## src/rtl/mem_port_arbiter.sv

```systemverilog
// Single-port memory arbiter shared by instruction fetch (I) and load/store (D).
// One access at a time: IDLE grant -> MEM_LATENCY BUSY cycles -> one DONE cycle.
module mem_port_arbiter #(
    parameter int WORD_WIDTH  = 16,
    parameter int ADDR_WIDTH  = 16,
    parameter int MEM_LATENCY = 2
) (
    input  logic                  clk,
    input  logic                  reset,
    input  logic                  i_req,
    input  logic [ADDR_WIDTH-1:0] i_addr,
    output logic [WORD_WIDTH-1:0] i_data,
    output logic                  i_done,
    output logic                  i_stall,
    input  logic                  d_readM,
    input  logic                  d_writeM,
    input  logic [ADDR_WIDTH-1:0] d_addr,
    input  logic [WORD_WIDTH-1:0] d_wdata,
    output logic [WORD_WIDTH-1:0] d_rdata,
    output logic                  d_done,
    output logic                  d_stall,
    output logic                  mem_read,
    output logic                  mem_write,
    output logic [ADDR_WIDTH-1:0] mem_addr,
    output logic [WORD_WIDTH-1:0] mem_wdata,
    input  logic [WORD_WIDTH-1:0] mem_rdata,
    output logic [1:0]            o_state
);

    typedef enum logic [1:0] {
        S_IDLE = 2'd0,
        S_BUSY = 2'd1,
        S_DONE = 2'd2
    } state_t;

    localparam logic [3:0] LP_LATENCY = 4'(MEM_LATENCY);

    state_t                r_state;
    state_t                w_next_state;
    logic                  r_owner;       // 0 = I, 1 = D
    logic                  r_last_grant;  // 0 = I, 1 = D
    logic                  r_is_write;
    logic [3:0]            r_cnt;
    logic [WORD_WIDTH-1:0] r_i_data;
    logic [WORD_WIDTH-1:0] r_d_rdata;
    logic [ADDR_WIDTH-1:0] r_mem_addr;
    logic [WORD_WIDTH-1:0] r_mem_wdata;

    logic w_d_pending;
    logic w_any_req;
    logic w_grant_d;
    logic w_last_beat;

    assign w_d_pending = d_readM | d_writeM;
    assign w_any_req   = i_req | w_d_pending;
    // D wins when alone, or on a tie when I was served last.
    assign w_grant_d   = w_d_pending & (~i_req | ~r_last_grant);
    assign w_last_beat = (r_cnt == 4'd1);

    always_comb begin
        w_next_state = r_state;
        case (r_state)
            S_IDLE: if (w_any_req) w_next_state = S_BUSY;
            S_BUSY: if (w_last_beat) w_next_state = S_DONE;
            S_DONE: w_next_state = S_IDLE;
            default: w_next_state = S_IDLE;
        endcase
    end

    always_ff @(posedge clk) begin
        if (reset) begin
            r_state      <= S_IDLE;
            r_owner      <= 1'b0;
            r_last_grant <= 1'b1;
            r_is_write   <= 1'b0;
            r_cnt        <= 4'd0;
            r_i_data     <= '0;
            r_d_rdata    <= '0;
            r_mem_addr   <= '0;
            r_mem_wdata  <= '0;
        end else begin
            r_state <= w_next_state;
            case (r_state)
                S_IDLE: begin
                    if (w_any_req) begin
                        r_owner      <= w_grant_d;
                        r_last_grant <= w_grant_d;
                        r_mem_addr   <= w_grant_d ? d_addr : i_addr;
                        r_mem_wdata  <= d_wdata;
                        r_is_write   <= w_grant_d & d_writeM;
                        r_cnt        <= LP_LATENCY;
                    end
                end
                S_BUSY: begin
                    r_cnt <= r_cnt - 4'd1;
                    // Read data is only valid in the final busy cycle.
                    if (w_last_beat) begin
                        if (!r_owner) begin
                            r_i_data <= mem_rdata;
                        end else if (!r_is_write) begin
                            r_d_rdata <= mem_rdata;
                        end
                    end
                end
                default: ;
            endcase
        end
    end

    assign mem_read  = (r_state == S_BUSY) & ~r_is_write;
    assign mem_write = (r_state == S_BUSY) & r_is_write;
    assign i_done    = (r_state == S_DONE) & ~r_owner;
    assign d_done    = (r_state == S_DONE) & r_owner;
    assign i_stall   = i_req & ~i_done;
    assign d_stall   = w_d_pending & ~d_done;
    assign i_data    = r_i_data;
    assign d_rdata   = r_d_rdata;
    assign mem_addr  = r_mem_addr;
    assign mem_wdata = r_mem_wdata;
    assign o_state   = r_state;

endmodule

```

## config.mk

```make
export PLATFORM = sky130hd
export DESIGN_NAME = mem_port_arbiter
export DESIGN_NICKNAME = d
export VERILOG_FILES = /design/src/rtl/mem_port_arbiter.sv
export SDC_FILE = /design/constraint.sdc
export NUM_CORES = 1
export LEC_CHECK = 0
export CORE_UTILIZATION = 41
export CTS_CLUSTER_SIZE = 14
export DETAILED_ROUTE_END_ITERATION = 16
export PLACE_DENSITY = 0.78
export SLEW_MARGIN = 30
export SYNTH_ARGS = -nofsm -noshare
export SYNTH_HDL_FRONTEND = slang
export SYNTH_SLANG_ARGS = --single-unit
export TNS_END_PERCENT = 5
```

## constraint.sdc

```tcl
create_clock -name clk -period 2.07 [get_ports clk]
set_input_delay 0.414 -clock clk [delete_from_list [all_inputs] [get_ports clk]]
set_output_delay 0.414 -clock clk [all_outputs]
set_load 0.02 [all_outputs]
```

# After elaboration in Yosys (flattened, before gate mapping)

Index checks and enable logic that the tools add are counted.

Divide/modulo/power cells: 0
Add/sub/neg operators: 1
Reduce and logical (&&, ||, !) cells: 7
$mul: 0
Shifts and indexed selects: 0
Magnitude comparators: 0
Mux-type cells: 6
Eq/ne operators: 5
Bitwise gates (word level): 17

Operators with widths:

| operator                                                           | count |
|---|---|
| 16-bit 2-to-1 mux                                                  | 1 |
| 1-bit bitwise AND                                                  | 8 |
| 4-bit one-hot mux with 2 select lines                              | 1 |
| 1-bit NOT                                                          | 6 |
| 2-bit AND reduction                                                | 3 |
| 4-bit by 1-bit == test with 1-bit output, second input constant    | 1 |
| 2-bit 2-to-1 mux                                                   | 2 |
| 4-bit 2-to-1 mux                                                   | 1 |
| 2-bit inequality test, second input constant                       | 2 |
| 2-bit one-hot mux with 2 select lines                              | 1 |
| 4-bit AND reduction                                                | 1 |
| 4-bit by 1-bit subtractor with 4-bit output, second input constant | 1 |
| 1-bit OR                                                           | 3 |
| 3-bit AND reduction                                                | 1 |
| 2-bit by 1-bit == test with 1-bit output, second input constant    | 1 |
| 2-bit == test, second input constant                               | 1 |
| 2-bit zero test                                                    | 1 |
| 2-bit nonzero test                                                 | 1 |

Register bits after elaboration: 73
RAM bits: 0
Memories kept: 0
Bits in read-only memories: 0
Latch bits: 0

# Longest topological paths before layout

Gate-level depths: netlist (run 1).

Word-level depth: 4
Depth in mapped cells: 7
Depth with buffers taken out: 5

# Worst setup path after synthesis (run 1)

OpenSTA, ideal clock, no wires.

Path kind: reg2out
Start point: register r_state[1], in the netlist o_state[1]
End point: output d_stall
Setup slack: 0.281 ns
Arrival time: 1.375 ns
Cell stages (with the launch flop): 3
Cell sequence: dfxtp_1 nor3b_1 nor2_1

Word-level cells in the longest chain between the ends: 4

Ends and longest elaborated chain:

| item                   | RTL line | source |
|---|---|---|
| from (decl)            | 38       | `state_t r_state;` |
| from (signal assigned) | 82       | `r_state <= w_next_state;` |
| 2-bit == test          | 113      | `assign d_done = (r_state == S_DONE) & r_owner;` |
| 1-bit bitwise AND      | 113      |  |
| net d_done             | 20       | `output logic d_done,` |
| 1-bit NOT              | 115      | `assign d_stall = w_d_pending & ~d_done;` |
| 1-bit bitwise AND      | 115      |  |
| to (decl)              | 21       | `output logic d_stall,` |

The timed path passes the listed nets, and every way through them passes these cells.

# Worst setup path after layout (run 1)

Start point: register r_owner
End point: output d_stall

Word-level cells in the longest chain between the ends: 3

Ends and longest elaborated chain:

| item                   | RTL line | source |
|---|---|---|
| from (decl)            | 40       | `logic r_owner;` |
| from (signal assigned) | 86       | `r_owner <= w_grant_d;` |
| 1-bit bitwise AND      | 113      |  |
| 1-bit NOT              | 115      |  |
| 1-bit bitwise AND      | 115      |  |

Every way passes these cells.

==> summary.txt, run 1 <==
CTS tree = built
ant diodes = 0
GRT overflow = 0
register share of total power = 0.419
sw power = 987 uW
Gate Count Post-Synth = 343
initial antenna violation count = 0
Hold/Removal Path Class = reg -> reg
maximum vdd ir drop = 500 uV
most used flip-flop cell after synthesis = dfxtp_1
crit-path max FO = 5
CTS buffer count = 9
pwr/cell area = 753 nW/um2
RePlAce Congestion = 0.859
vias in the first global route = 2829
Leakage = 0.00193 uW
fraction of layout cells with a size suffix above 1 = 0.0980
first-pass iteration count of the detailed router = 5
Port Buf Inserts = 140
DRT iter0 DRCs = 154
Yosys cell types = 33
CTS sink cnt = 73
MaxCap Viol Count = 0
top sig layer = met4
final period utilization = 0.957
final design utilization = 0.679
RSZ-0062 raised after global routing = no
# IOs = 141
Layout Skew = 6.74 ps
Final Critical Period = 1980 ps
CTS Hold Buffers Added = 0
Worst EP required = 1660 ps
routed wl met3 = 833 um
first-pass GRT wire length = 13400 um
critical path endpoint category = output pin
status = completed
EDFF count, synth = 0
Die ar. = 7930 um2
Die H = 89.0 um
fill count = 601
DRC = 0
Clk Latency, worst-skew pair = 350 ps
Worst Setup Start Kind = flop
relative slew slack = 0.569
Cell Area, Synth = 3110 um2
Net Sw Frac = 0.265
GRT Total Usage = 0.225
Post-synth ARST share = 0
design area = 4950 um2
Post-Place Cell Area = 4700 um2
core area = 7290 um2
Die Span X = 89.0 um
critical path class = reg -> out
average size of a mapped cell = 9.05 um2
FMAX = 0.505 GHz
Area Overhead vs Synth = 59.3%
final net count = 556
crit path DAT = 1570 ps
Total Wirelength = 8710 um
cell internal pwr = 2740 uW
Comb pwr share = 0.215
via/cell ratio = 5.06
clk root buf = clkbuf_8
maximum buffer depth of the clock tree = 2
DP HPWL = 6270 um
Metal-1 WL = 3810 um
Via Count = 2983
Final setup viols = 0
ANT nets after route = 0
pin count of the biggest net entering global routing = 60
Syn. warnings = 0
Mapped Nets = 414
clock share of power = 0.365
Row Count = 31
Synth Register Bits = 73
H-tree depth = 3
Worst-path clk slew = 70 ps
Worst Tran Pin Value = 645 ps
max-slew violations = 0
register area share after synthesis = 0.471
final count of hold timing violations = 0
metal2 WL = 3890 um
Initial Utilization = 0.426
average wire per standard cell = 14.8 um
## placed cells by master (no fill, tap or decap), types with 3 or more instances in the layout
| cell | netlist | layout |
|---|---|---|
| nand2b_1 | 49 | 49 |
| nor3_1 | 5 | 3 |
| bufinv_16 | 0 | 3 |
| a21oi_1 | 36 | 36 |
| nand2_1 | 35 | 35 |
| mux2i_1 | 32 | 32 |
| clkbuf_8 | 0 | 10 |
| nand3_1 | 17 | 17 |
| nor2_1 | 6 | 4 |
| o21ai_0 | 18 | 18 |
| or3_1 | 3 | 3 |
| dfxtp_1 | 73 | 71 |
| buf_4 | 0 | 18 |
| dlygate4sd2_1 | 0 | 5 |
| a311oi_1 | 16 | 16 |
| inv_1 | 3 | 3 |
| clkdlybuf4s50_1 | 0 | 133 |
## what timing repair did
item | CTS | global route
buffers inserted | 0 | 0
gates resized for setup | 7 | 3
endpoints found under the setup margin | 6 | 3
pin swaps | 0 | 0
## state kept, by name, summed over array words and instances (netlist names)
| register | cells |
|---|---|
| o_state | 2 |
| mem_wdata | 16 |
| i_data | 16 |
| r_is_write | 1 |
| r_owner | 1 |
| mem_addr | 16 |
| d_rdata | 16 |
| r_last_grant | 1 |
| r_cnt | 4 |
## synth_stat cells, drive strengths merged, types with 2 or more instances
| master | instances | share of area |
|---|---|---|
| a21oi | 36 | 0.058 |
| dfxtp | 73 | 0.47 |
| o21ai | 19 | 0.031 |
| nand3 | 17 | 0.027 |
| mux2i | 32 | 0.10 |
| nor2 | 6 | 0.0073 |
| a311oi | 16 | 0.045 |
| inv | 3 | 0.0036 |
| or3 | 3 | 0.0060 |
| buf | 4 | 0.0085 |
| ha | 2 | 0.0081 |
| nor3 | 5 | 0.0081 |
| nor3b | 2 | 0.0048 |
| nand2 | 35 | 0.042 |
| nand2b | 49 | 0.099 |
| nor2b | 2 | 0.0040 |
| clkbuf | 25 | 0.030 |
## final cells by class
class / count / area (um2) / share of cell area
inverters: 3 / 11.3 / 0.00228
clock inverters: 5 / 103 / 0.0207
repair buffers: 160 / 1570 / 0.317
well taps: 99 / 124 / 0.0250
clock buffers: 11 / 141 / 0.0286
flip-flops and latches: 73 / 1460 / 0.296
multi-input cells: 238 / 1540 / 0.311
## final timing paths
kind                                 from          end  slack [ps]  cells past startpoint
worst max-delay path              r_owner      d_stall          90                      5
worst min-delay path            i_data[2]    i_data[2]         470                      2
worst max register to register   r_cnt[0]  d_rdata[15]         240                      4
worst min register to register  i_data[2]    i_data[2]         470                      2
## metrics by stage
step	hold slack [ps]	worst slack (ps)	instances	total power [uW]	TNS (ps)
after floorplan	489	281	343	1970	0
after global placement	458	-136	573	2380	-2380
after detailed placement	464	-131	573	2390	-561
after CTS	478	-17.4	589	3750	-17.4
after global routing	489	8.27	589	3880	0
final	473	89.6	589	3720	0
## power groups by stage
stage / Sequential, uW / Combinational, uW / Clock, uW
finish: 1560 / 803 / 1360
floorplan: 1670 / 299 / 0
detailed placement: 1590 / 803 / 0
CTS: 1560 / 804 / 1380
global placement: 1590 / 790 / 0
global route: 1570 / 871 / 1430
## cell families after synthesis
group | share of synthesized area
AO/OA/AOI/OAI | 0.155
buffers and inverters | 0.0423
XOR/XNOR | 0.00282
multiplexers | 0.103
AND/OR/NAND/NOR | 0.218
adder cells (fa/ha/maj) | 0.00806
flip-flops | 0.471
## routing by layer
| layer | GRT usage | vias up |
|---|---|---|
| met5 | 0 | - |
| met4 | 0.114 | 0 |
| met3 | 0.0776 | 17 |
| met2 | 0.366 | 129 |
| met1 | 0.263 | 1358 |
| li1 | - | 1479 |
## worst max-delay path: stages, from the launching register on
cell and delay, ps:
dfxtp_2 350, inv_1 160, nor3b_2 70, buf_4 150, nor2_1 140, dlygate4sd2_1 350
(Power assumes the default switching activity.)
==> run 2: changes to the inputs <==
Settings changed: PLACE_DENSITY 0.78 to unset, PLACE_DENSITY_LB_ADDON set to 0.15.
==> run 2 against run 1 <==
Net effect:
- critical path depth decreased by 1
- first-iteration DRC count decreased by 32%
- routed wire length decreased by 2.2%
==> summary.txt, run 2 (synthesis gave the netlist of run 1 again) <==
status = completed
Reg-to-Reg End = d_rdata[0]
Via Count = 2982
vias in the first global route = 2881
crit path DAT = 1520 ps
GRT overflow = 0
design area = 4980 um2
# IOs = 141
final setup TNS = 0 ps
DRT iter0 DRCs = 104
Final Critical Period = 1930 ps
setup bufs post-CTS = 0
final count of hold timing violations = 0
Die ar. = 7930 um2
via/cell ratio = 5.06
RSZ-0062 raised after global routing = no
Leakage = 0.00195 uW
Layout Skew = 8.09 ps
fill count = 612
Area Overhead vs Synth = 60.3%
first-pass iteration count of the detailed router = 4
core area = 7290 um2
max-slew violations = 0
Die H = 89.0 um
Post-Place Cell Area = 4680 um2
final net count = 556
multi-input logic area = 1530 um2
Worst EP required = 1660 ps
final design utilization = 0.683
min-delay src = mem_wdata[13]
Crit Reg-Reg Startpoint = r_cnt[1]
Port Buf Inserts = 140
MaxCap Viol Count = 0
critical path class = reg -> out
ant diodes = 0
Overall Power = 3950 uW
clk root buf = clkbuf_8
average wire per standard cell = 14.5 um
H-tree depth = 3
Hold/Removal Path Class = reg -> reg
fraction of layout cells with a size suffix above 1 = 0.0959
GRT Total Usage = 0.220
setup slack, reg-to-reg = 160 ps
pin count of the biggest net entering global routing = 35
Worst Setup Start Kind = flop
maximum vdd ir drop = 376 uV
Worst-path clk slew = 80 ps
commonest non-fill, non-tap cell in the layout = clkdlybuf4s50_1
ANT nets after route = 0
CTS sink cnt = 73
hold_ws = 473 ps
Worst Tran Pin Value = 747 ps
Final setup viols = 0
Total Wirelength = 8520 um
CTS tree = built
initial antenna violation count = 0
Clk Latency, worst-skew pair = 330 ps
first-pass GRT wire length = 13500 um
Initial Utilization = 0.426
DRC = 0
Die Span X = 89.0 um
maximum buffer depth of the clock tree = 2
crit-path max FO = 5
commonest cells after routing, fill and taps aside = 133 x clkdlybuf4s50_1, 71 x dfxtp_1, 49 x nand2b_1
critical path endpoint category = output pin
reg2reg path depth = 5
RePlAce Congestion = 0.745
WHS Endpoint = mem_wdata[13]
hold depth = 2
final period utilization = 0.932
Row Count = 31
FMAX = 0.518 GHz
register area = 1460 um2
relative slew slack = 0.502
DP HPWL = 6020 um
CTS buffer count = 9
pwr/cell area = 793 nW/um2
run 2: how the worst max path moves through the flow:
stage                              end  cells past startpoint       start
after detailed placement       d_stall                      4    d_writeM
after floorplan                d_stall                      2  o_state[1]
final                          d_stall                      4     r_owner
after CTS                     mem_read                      3  o_state[1]
after global placement    mem_addr[11]                      4    d_writeM
after global routing           d_stall                      4     r_owner
run 2: timing repair:
action | 4_1_cts | 5_1_grt
pin swaps | 0 | 0
resized for setup | 8 | 1
hold endpoints to repair | 0 | 0
hold buffers | 0 | 0
endpoints found under the setup margin | 6 | 1
run 2: report_power, final:
group          internal, uW  switching, uW  leakage [uW]
combinational           406            393       0.00121
clock                  1080            510      0.000144
sequential             1500           61.4      0.000598
total                  2980            964       0.00195
run 2: layout make-up:
cell class              instances  share of cell area
inverters                       3             0.00226
clock inverters                 5              0.0302
repair buffers                160               0.312
multi-input cells             238               0.308
well taps                      99              0.0249
flip-flops and latches         73               0.294
clock buffers                  11              0.0284
run 2: per-stage QoR:
step                      cells  setup WS [ps]
after floorplan             343            281
after global placement      573           -137
after detailed placement    573           -110
after CTS                   589           69.4
after global routing        589           26.7
final                       589            141
run 2: per-layer routing:
layer / GRT usage / part of all wire / vias up / wire length, um
met2: 0.368 / 0.47 / 112 / 3980
met3: 0.0794 / 0.087 / 4 / 738
met5: 0 / 0 / - / 0
met4: 0.0505 / 0.0049 / 0 / 42
met1: 0.271 / 0.44 / 1383 / 3760
li1: - / - / 1483 / -
run 2: worst max-delay path, stage by stage, from the launching register on:
cell and delay, ps:
dfxtp_1 410, inv_1 130, nor3b_2 240, nor2_1 70, dlygate4sd2_1 330
==> run 3: changes to the inputs <==
Settings changed: PLACE_DENSITY set to 0.87, PLACE_DENSITY_LB_ADDON 0.15 to unset.
==> run 3 against run 2 <==
Net effect:
- cell count down 0.34%
- design area down 2.1%
- critical path depth up 1
- register-to-register slack about the same
- clock power down 31%
- total power down 13%
- fmax down 0.86%
- critical endpoint unchanged
- worst hold slack better by 0.69 ps
- setup slack worse by 17 ps
- routed wire length up 0.25%
- combinational power down 1%
==> summary.txt, run 3 (synthesis gave the netlist of run 1 again) <==
RSZ-0062 raised after global routing = no
DP HPWL = 6240 um
ANT nets after route = 0
Via Count = 3000
critical path endpoint category = output pin
pwr/cell area = 707 nW/um2
commonest cells after routing, fill and taps aside = 133 x clkdlybuf4s50_1, 70 x dfxtp_1, 49 x nand2b_1
GRT Total Usage = 0.210
ant diodes = 0
CTS Hold Buffers Added = 0
CTS sink cnt = 73
Die Span X = 89.0 um
maximum vdd ir drop = 323 uV
FMAX = 0.514 GHz
commonest non-fill, non-tap cell in the layout = clkdlybuf4s50_1
DRT iter0 DRCs = 127
Total Wirelength = 8540 um
Die H = 89.0 um
Clk Latency, worst-skew pair = 340 ps
hold depth = 2
Layout Cells excl Fill = 587
status = completed
H-tree depth = 3
reg2reg path depth = 4
Worst Setup Start Kind = flop
# IOs = 141
final count of hold timing violations = 0
setup bufs post-CTS = 0
fraction of layout cells with a size suffix above 1 = 0.0943
first-pass GRT wire length = 12800 um
Initial Utilization = 0.426
average wire per standard cell = 14.6 um
Layout Skew = 7.56 ps
Worst-path clk slew = 70 ps
Final setup viols = 0
via/cell ratio = 5.11
max-slew violations = 0
Port Buf Inserts = 140
first-pass iteration count of the detailed router = 4
MaxCap Viol Count = 0
GRT overflow = 0
Resized cells post-CTS = 7
maximum buffer depth of the clock tree = 2
hold_ws = 474 ps
Worst Tran Pin Value = 685 ps
Row Count = 31
RePlAce Congestion = 0.798
critical path class = reg -> out
Worst EP required = 1660 ps
pin count of the biggest net entering global routing = 43
Final Critical Period = 1950 ps
crit path DAT = 1530 ps
final net count = 554
relative slew slack = 0.543
core area = 7290 um2
Die ar. = 7930 um2
DRC = 0
clk root buf = clkbuf_8
initial antenna violation count = 0
Area Overhead vs Synth = 57.0%
dpl cells = 571
crit-path max FO = 5
Hold/Removal Path Class = reg -> reg
final period utilization = 0.940
CTS tree = built
vias in the first global route = 2777
CTS buffer count = 9
Leakage = 0.00190 uW
==> run 3: cell types whose count changed in the layout (fill, tap and decap cells not counted) <==
cell and change:
bufinv_16 -4, clkinv_2 +4, buf_4 -3, buf_12 +1
clkbuf_1 -1, clkinvlp_4 +1, dfxtp_1 -1, dfxtp_2 +1
nor3b_1 +1, nor3b_2 -1
==> run 3: path summary, 6_finish.rpt <==
kind               start           to  slack [ps]
min          d_rdata[15]  d_rdata[15]         470
max              r_owner      d_stall         120
min reg2reg  d_rdata[15]  d_rdata[15]         470
max reg2reg     r_cnt[0]   d_rdata[2]         160
==> run 3: area by class of cell <==
class / instances / area (um2)
Sequential cell: 73 / 1470
Tap cell: 99 / 124
Clock buffer: 10 / 138
Timing Repair Buffer: 158 / 1550
Fill cell: 589 / 2420
Multi-Input combinational cell: 238 / 1530
Clock inverter: 6 / 57.6
Inverter: 3 / 11.3
==> run 3: through the flow <==
step / util / total power [uW] / setup TNS [ps] / instance area [um2] / setup slack (ps)
after global placement: 0.642 / 2360 / -1380 / 4680 / -85.9
after global routing: 0.669 / 3600 / 0 / 4880 / 13.8
final: 0.669 / 3450 / 0 / 4880 / 124
after floorplan: - / 1970 / 0 / 3110 / 281
after detailed placement: 0.642 / 2380 / -3090 / 4680 / -238
after CTS: 0.668 / 3470 / 0 / 4870 / 40.6
==> run 3: routing by layer <==
| metal | up-vias | track usage | routed length (um) |
|---|---|---|---|
| met1 | 1356 | 0.250 | 3610 |
| met3 | 16 | 0.0674 | 859 |
| li1 | 1481 | - | - |
| met5 | - | 0 | 0 |
| met2 | 147 | 0.352 | 3930 |
| met4 | 0 | 0.0837 | 145 |
==> run 3: report_power, final <==
part / switching [uW] / internal (uW)
sequential: 62.5 / 1500
clock: 512 / 581
combinational: 387 / 404
total: 962 / 2480
==> run 3: critical path, cell delays in order (launching register included) <==
cell           delay, ps
dfxtp_2              380
inv_1                110
nor3b_1              210
buf_4                160
nor2_1                40
dlygate4sd2_1        310
==> patch 1: new RTL, config.mk and constraints of run 1 <==
Change the parameter `WORD_WIDTH` from 16 to 12.
--- a/src/rtl/mem_port_arbiter.sv
+++ b/src/rtl/mem_port_arbiter.sv
@@ -2,5 +2,5 @@
 // One access at a time: IDLE grant -> MEM_LATENCY BUSY cycles -> one DONE cycle.
 module mem_port_arbiter #(
-    parameter int WORD_WIDTH  = 16,
+    parameter int WORD_WIDTH  = 12,
     parameter int ADDR_WIDTH  = 16,
     parameter int MEM_LATENCY = 2
Interface: changed (5 resized); port bits go from 141 to 121. The function was not compared with the original's and may differ.
==> patch 1 against run 1 <==
Synthesized area decreased by 15%. Maximum frequency rose by 5.6%. Cell area down 16%. Hold slack is essentially flat. Combinational power down 11%. Power shrank 18%. Synthesized cell count shrank 14%. Via count is 14% lower. First-iteration DRC count is 40% lower. Sequential power is 16% lower. Critical path depth fell by 1. Routed wire length fell by 18%. Worst setup slack improved by 0.11 ns. Sequential cell count shrank 12. Largest cell class unchanged.
==> patch 1: results (changes against run 1) <==
[metrics] last weighted congestion value of the routability-driven placer: 0.752 (-13%)
[metrics] number of inserted filler cells in the final layout: 510 (-15%)
[metrics] Yosys top cell area share: 46.2% (-0.82 points)
[metrics] WP data arrival: 1.46 ns (-0.11 ns)
[metrics] net total in the final layout: 484 (-13%)
[metrics] Avg Inst Size Synth: 8.98 µm² (-0.77%)
[metrics] outcome: finished clean
[metrics] peak supply drop: 383 µV (-23%)
[metrics] cell count after placement: 485 (-15%)
[metrics] delay of the slowest cell on the worst path: 0.32 ns (-0.03 ns)
[metrics] share of cells above drive strength 1: 10.3% (+0.53 points)
[metrics] GRT Total Usage: 21.9% (-0.58 points)
[metrics] vias in the first global route: 2448 (-13%)
[metrics] largest net degree at the start of global routing: 55 (-8.3%)
[metrics] average detailed-routed wire length per instance: 14.2 µm (-4.0%)
[metrics] Slowest-stage cell, CP: dlygate4sd2_1
[metrics] post-detailed-placement half-perimeter wirelength: 5010 µm (-20%)
[metrics] post-route clock skew: 0.00895 ns (+0.00221 ns)
[metrics] Total Wirelength: 7110 µm (-18%)
[metrics] most instantiated cells after synthesis: dfxtp_1 (61), nand2b_1 (37), nand2_1 (35)
[metrics] sequential share of the synthesized area: 46.2% (-0.82 points)
[metrics] leakage power summed over all cells: 1.65 nW (-14%)
[metrics] most area-consuming cells after synthesis: dfxtp_1 (46%), mux2i_1 (9.1%), nand2b_1 (8.8%), a21oi_1 (6.1%), a311oi_1 (5.3%)
[metrics] PortBufs: 120 (-14%)
[metrics] Vias per Instance: 5.14 (+1.5%)
==> patch 1: cell types whose count changed after synthesis, sizes merged, moves of 4 or more <==
cell	before	now
o21ai	19	15
dfxtp	73	61
mux2i	32	24
nand2b	49	37
nand3	17	13
a21oi	36	32
clkbuf	25	21
==> patch 1: report_power, final <==
part           internal (mW)  total [mW]  leakage [nW]  switching (mW)
clock                  0.580        1.02         0.103           0.445
sequential              1.26        1.31         0.500          0.0543
combinational          0.361       0.712          1.05           0.352
total                   2.20        3.05          1.65           0.851
==> patch 1: path summary, 6_finish.rpt <==
| check | from | to | slack [ns] | depth (start not counted) |
|---|---|---|---|---|
| min | i_data[1] | i_data[1] | 0.47 | 2 |
| min reg2reg | i_data[1] | i_data[1] | 0.47 | 2 |
| max | r_owner | i_stall | 0.20 | 4 |
| max reg2reg | r_cnt[1] | d_rdata[11] | 0.22 | 5 |
==> patch 1: kinds of logic after synthesis <==
group                    share of synthesized area, %
AND/OR/NAND/NOR                                  22.3
AO/OA/AOI/OAI                                    16.7
flip-flops                                       46.2
buffers and inverters                            4.45
multiplexers                                     9.10
adder cells (fa/ha/maj)                         0.947
XOR/XNOR                                        0.332
==> patch 1: per-layer routing <==
metal  share of wire (%)  track usage (%)
met5                   0                0
met4                 1.1             9.65
met3                 9.4             7.58
met2                  45             35.5
met1                  45             26.0
==> patch 1: repair_timing <==
item / CTS / global route
gates resized for setup: 8 / 1
endpoints found under the setup margin: 6 / 1
pin swaps: 0 / 0
hold buffers: 0 / 0
==> patch 1: worst register-to-register path, stage by stage (launching register included) <==
cell     delay, ns
dfxtp_1       0.32
inv_1         0.08
ha_1          0.14
or3b_1        0.48
or4_4         0.56
mux2i_1       0.16
==> patch 1: area by class of cell <==
cell class	instances	area, µm²	share of cell area, %
flip-flops and latches	61	1220	29.3
clock inverters	5	50.0	1.20
inverters	3	11.3	0.270
well taps	75	93.8	2.25
repair buffers	140	1340	32.1
multi-input cells	206	1320	31.5
clock buffers	11	141	3.39
==> patch 1: through the flow <==
step / hold WS, ns / worst slack (ns) / utilization, %
finish: 0.473 / 0.195 / 68.9
global route: 0.491 / 0.0871 / 68.9
CTS: 0.478 / 0.0437 / 68.9
detailed placement: 0.464 / 0.0136 / 65.6
global placement: 0.460 / 0.0289 / 65.6
floorplan: 0.490 / 0.281 / -
==> patch 2: new RTL, config.mk and constraints of run 1 <==
Made on the original files. Reset style: asynchronous (`reset`), changed in one clocked block.
--- a/src/rtl/mem_port_arbiter.sv
+++ b/src/rtl/mem_port_arbiter.sv
@@ -68,5 +68,5 @@
     end
 
-    always_ff @(posedge clk) begin
+    always_ff @(posedge clk or posedge reset) begin
         if (reset) begin
             r_state      <= S_IDLE;
Behaviour: differs if reset is asserted again (counterexample within 4 cycles, from zero or initial values and one cycle with reset high); with reset held inactive, the same outputs for 10 cycles.
==> patch 2 against run 1 <==
Synthesized area shrank 0.40%. Worst setup slack gained 0.082 ns. Sequential cell count is the same. Via count shrank 26%. Die area shrank 0.39%. Routed wire length shrank 17%. Cell area shrank 0.58%. Highest routed layer unchanged.
Power is not compared: it rests on default switching activity, and its combinational part moved more than twofold at a synthesized area within 25%.
==> patch 2: results (changes against run 1) <==
[metrics] net total in the final layout: 431 (-22%)
[metrics] share of cell area taken by multi-input logic gates: 24.1% (-6.9 points)
[metrics] cell area after synthesis: 0.00309 mm² (-0.40%)
[metrics] Global Route met1 Usage: 24.1% (-2.2 points)
[metrics] clock distribution area overhead in the final layout: 3.99% (-0.94 points)
[metrics] GRT Total Usage: 19.2% (-3.2 points)
[metrics] non-filler instance count after layout: 464 (-21%)
[metrics] sequential share of the synthesized area: 59.1% (+12 points)
[metrics] worst reg2reg endpoint: i_data[0]
[metrics] later-pin clock latency in the skew report: 0.33 ns (-0.02 ns)
[metrics] most area-consuming cells after synthesis: dfrtp_1 (58%), mux2_2 (30%), nor3_4 (1.1%), nor2_1 (0.97%), dfstp_2 (0.85%)
[metrics] violation count after the first detailed-routing iteration: 51 (-67%)
[metrics] post_cts resized: 5 (-2)
[metrics] startpoint of the worst register-to-register path: r_cnt[1]
[metrics] number of inserted filler cells in the final layout: 591 (-1.7%)
[metrics] outcome: finished clean
[metrics] post-route clock skew: 0.00821 ns (+0.00147 ns)
[metrics] Vias per Instance: 4.75 (-6.3%)
[metrics] post-detailed-placement half-perimeter wirelength: 5410 µm (-14%)
[metrics] HP Class: primary input to asynchronous set/reset pin
[metrics] Async SR Flop Fraction: 100% (+100 points)
[metrics] Non-CTS inverters: 6 (+3)
[metrics] cell area after placement: 0.00472 mm² (+0.45%)
[metrics] fraction of area in registers: 37.2% (+7.6 points)
[metrics] Avg Inst Size Synth: 15.3 µm² (+69%)
[metrics] worst hold slack: 0.508 ns (+0.0356 ns)
[metrics] count of unique library cells instantiated by Yosys: 30 (-9.1%)
[metrics] Slowest-stage cell, CP: clkdlybuf4s50_1
[metrics] average detailed-routed wire length per instance: 15.7 µm (+5.8%)
[metrics] WP data arrival: 1.48 ns (-0.09 ns)
[metrics] Multi-In Gates: 116 (-51%)
[metrics] buffer share of cell area: 31.6% (-0.044 points)
[metrics] detailed-routing iteration count for the pre-antenna-repair pass: 4 (-1)
==> patch 2: cell count changes in the layout (fill, tap and decap cells not counted), moves of 31 or more <==
cell / run 1 / this run
a21oi_1: 36 / 1
dfrtp_1: 0 / 71
dfxtp_1: 71 / 0
mux2_2: 0 / 82
mux2i_1: 32 / 1
nand2_1: 35 / 0
nand2b_1: 49 / 2
==> patch 2: routing by layer <==
layer / vias to the layer above / routed length (µm)
li1: 1035 / -
met1: 1102 / 3070
met2: 58 / 3830
met5: - / 0
met3: 7 / 282
met4: 0 / 81
==> patch 2: report_power, final <==
group          switching [mW]  internal, mW  leakage, nW
clock network           0.544         0.562       0.0964
logic                    1.80          2.19         1.11
registers               0.393          2.15        0.867
total                    2.74          4.90         2.08
==> patch 2: logic make-up (layout without fill, tap and decap cells) <==
family                     after synthesis  after routing  share of synthesized area [%]
AOI/OAI and AO/OA                        6              6                           1.42
xor gates and xnor gates                 2              2                          0.566
adders and majority gates                2              2                          0.809
buffers and inverters                   13            176                           2.67
DFF                                     73             73                           59.1
muxes                                   83             83                           30.2
and+or+nand+nor                         23             23                           5.26
==> patch 2: worst max path at each step <==
stage / start / to / slack (ns) / cells after the start
floorplan: o_state[1] / i_stall / 0.22 / 2
finish: d_readM / d_stall / 0.17 / 4
global placement: d_readM / d_stall / -0.08 / 4
global route: d_readM / d_stall / 0.1 / 4
CTS: i_req / i_stall / -0.04 / 3
detailed placement: d_readM / d_stall / -0.12 / 4
==> patch 2: worst register-to-register path, delay by kind of cell (launching register included) <==
kind | cells | cell delay [ns]
adder cells (fa/ha/maj) | 1 | 0.16
buffers and inverters | 2 | 0.26
flip-flops | 1 | 0.39
multiplexers | 1 | 0.35
AND/OR/NAND/NOR | 2 | 0.56
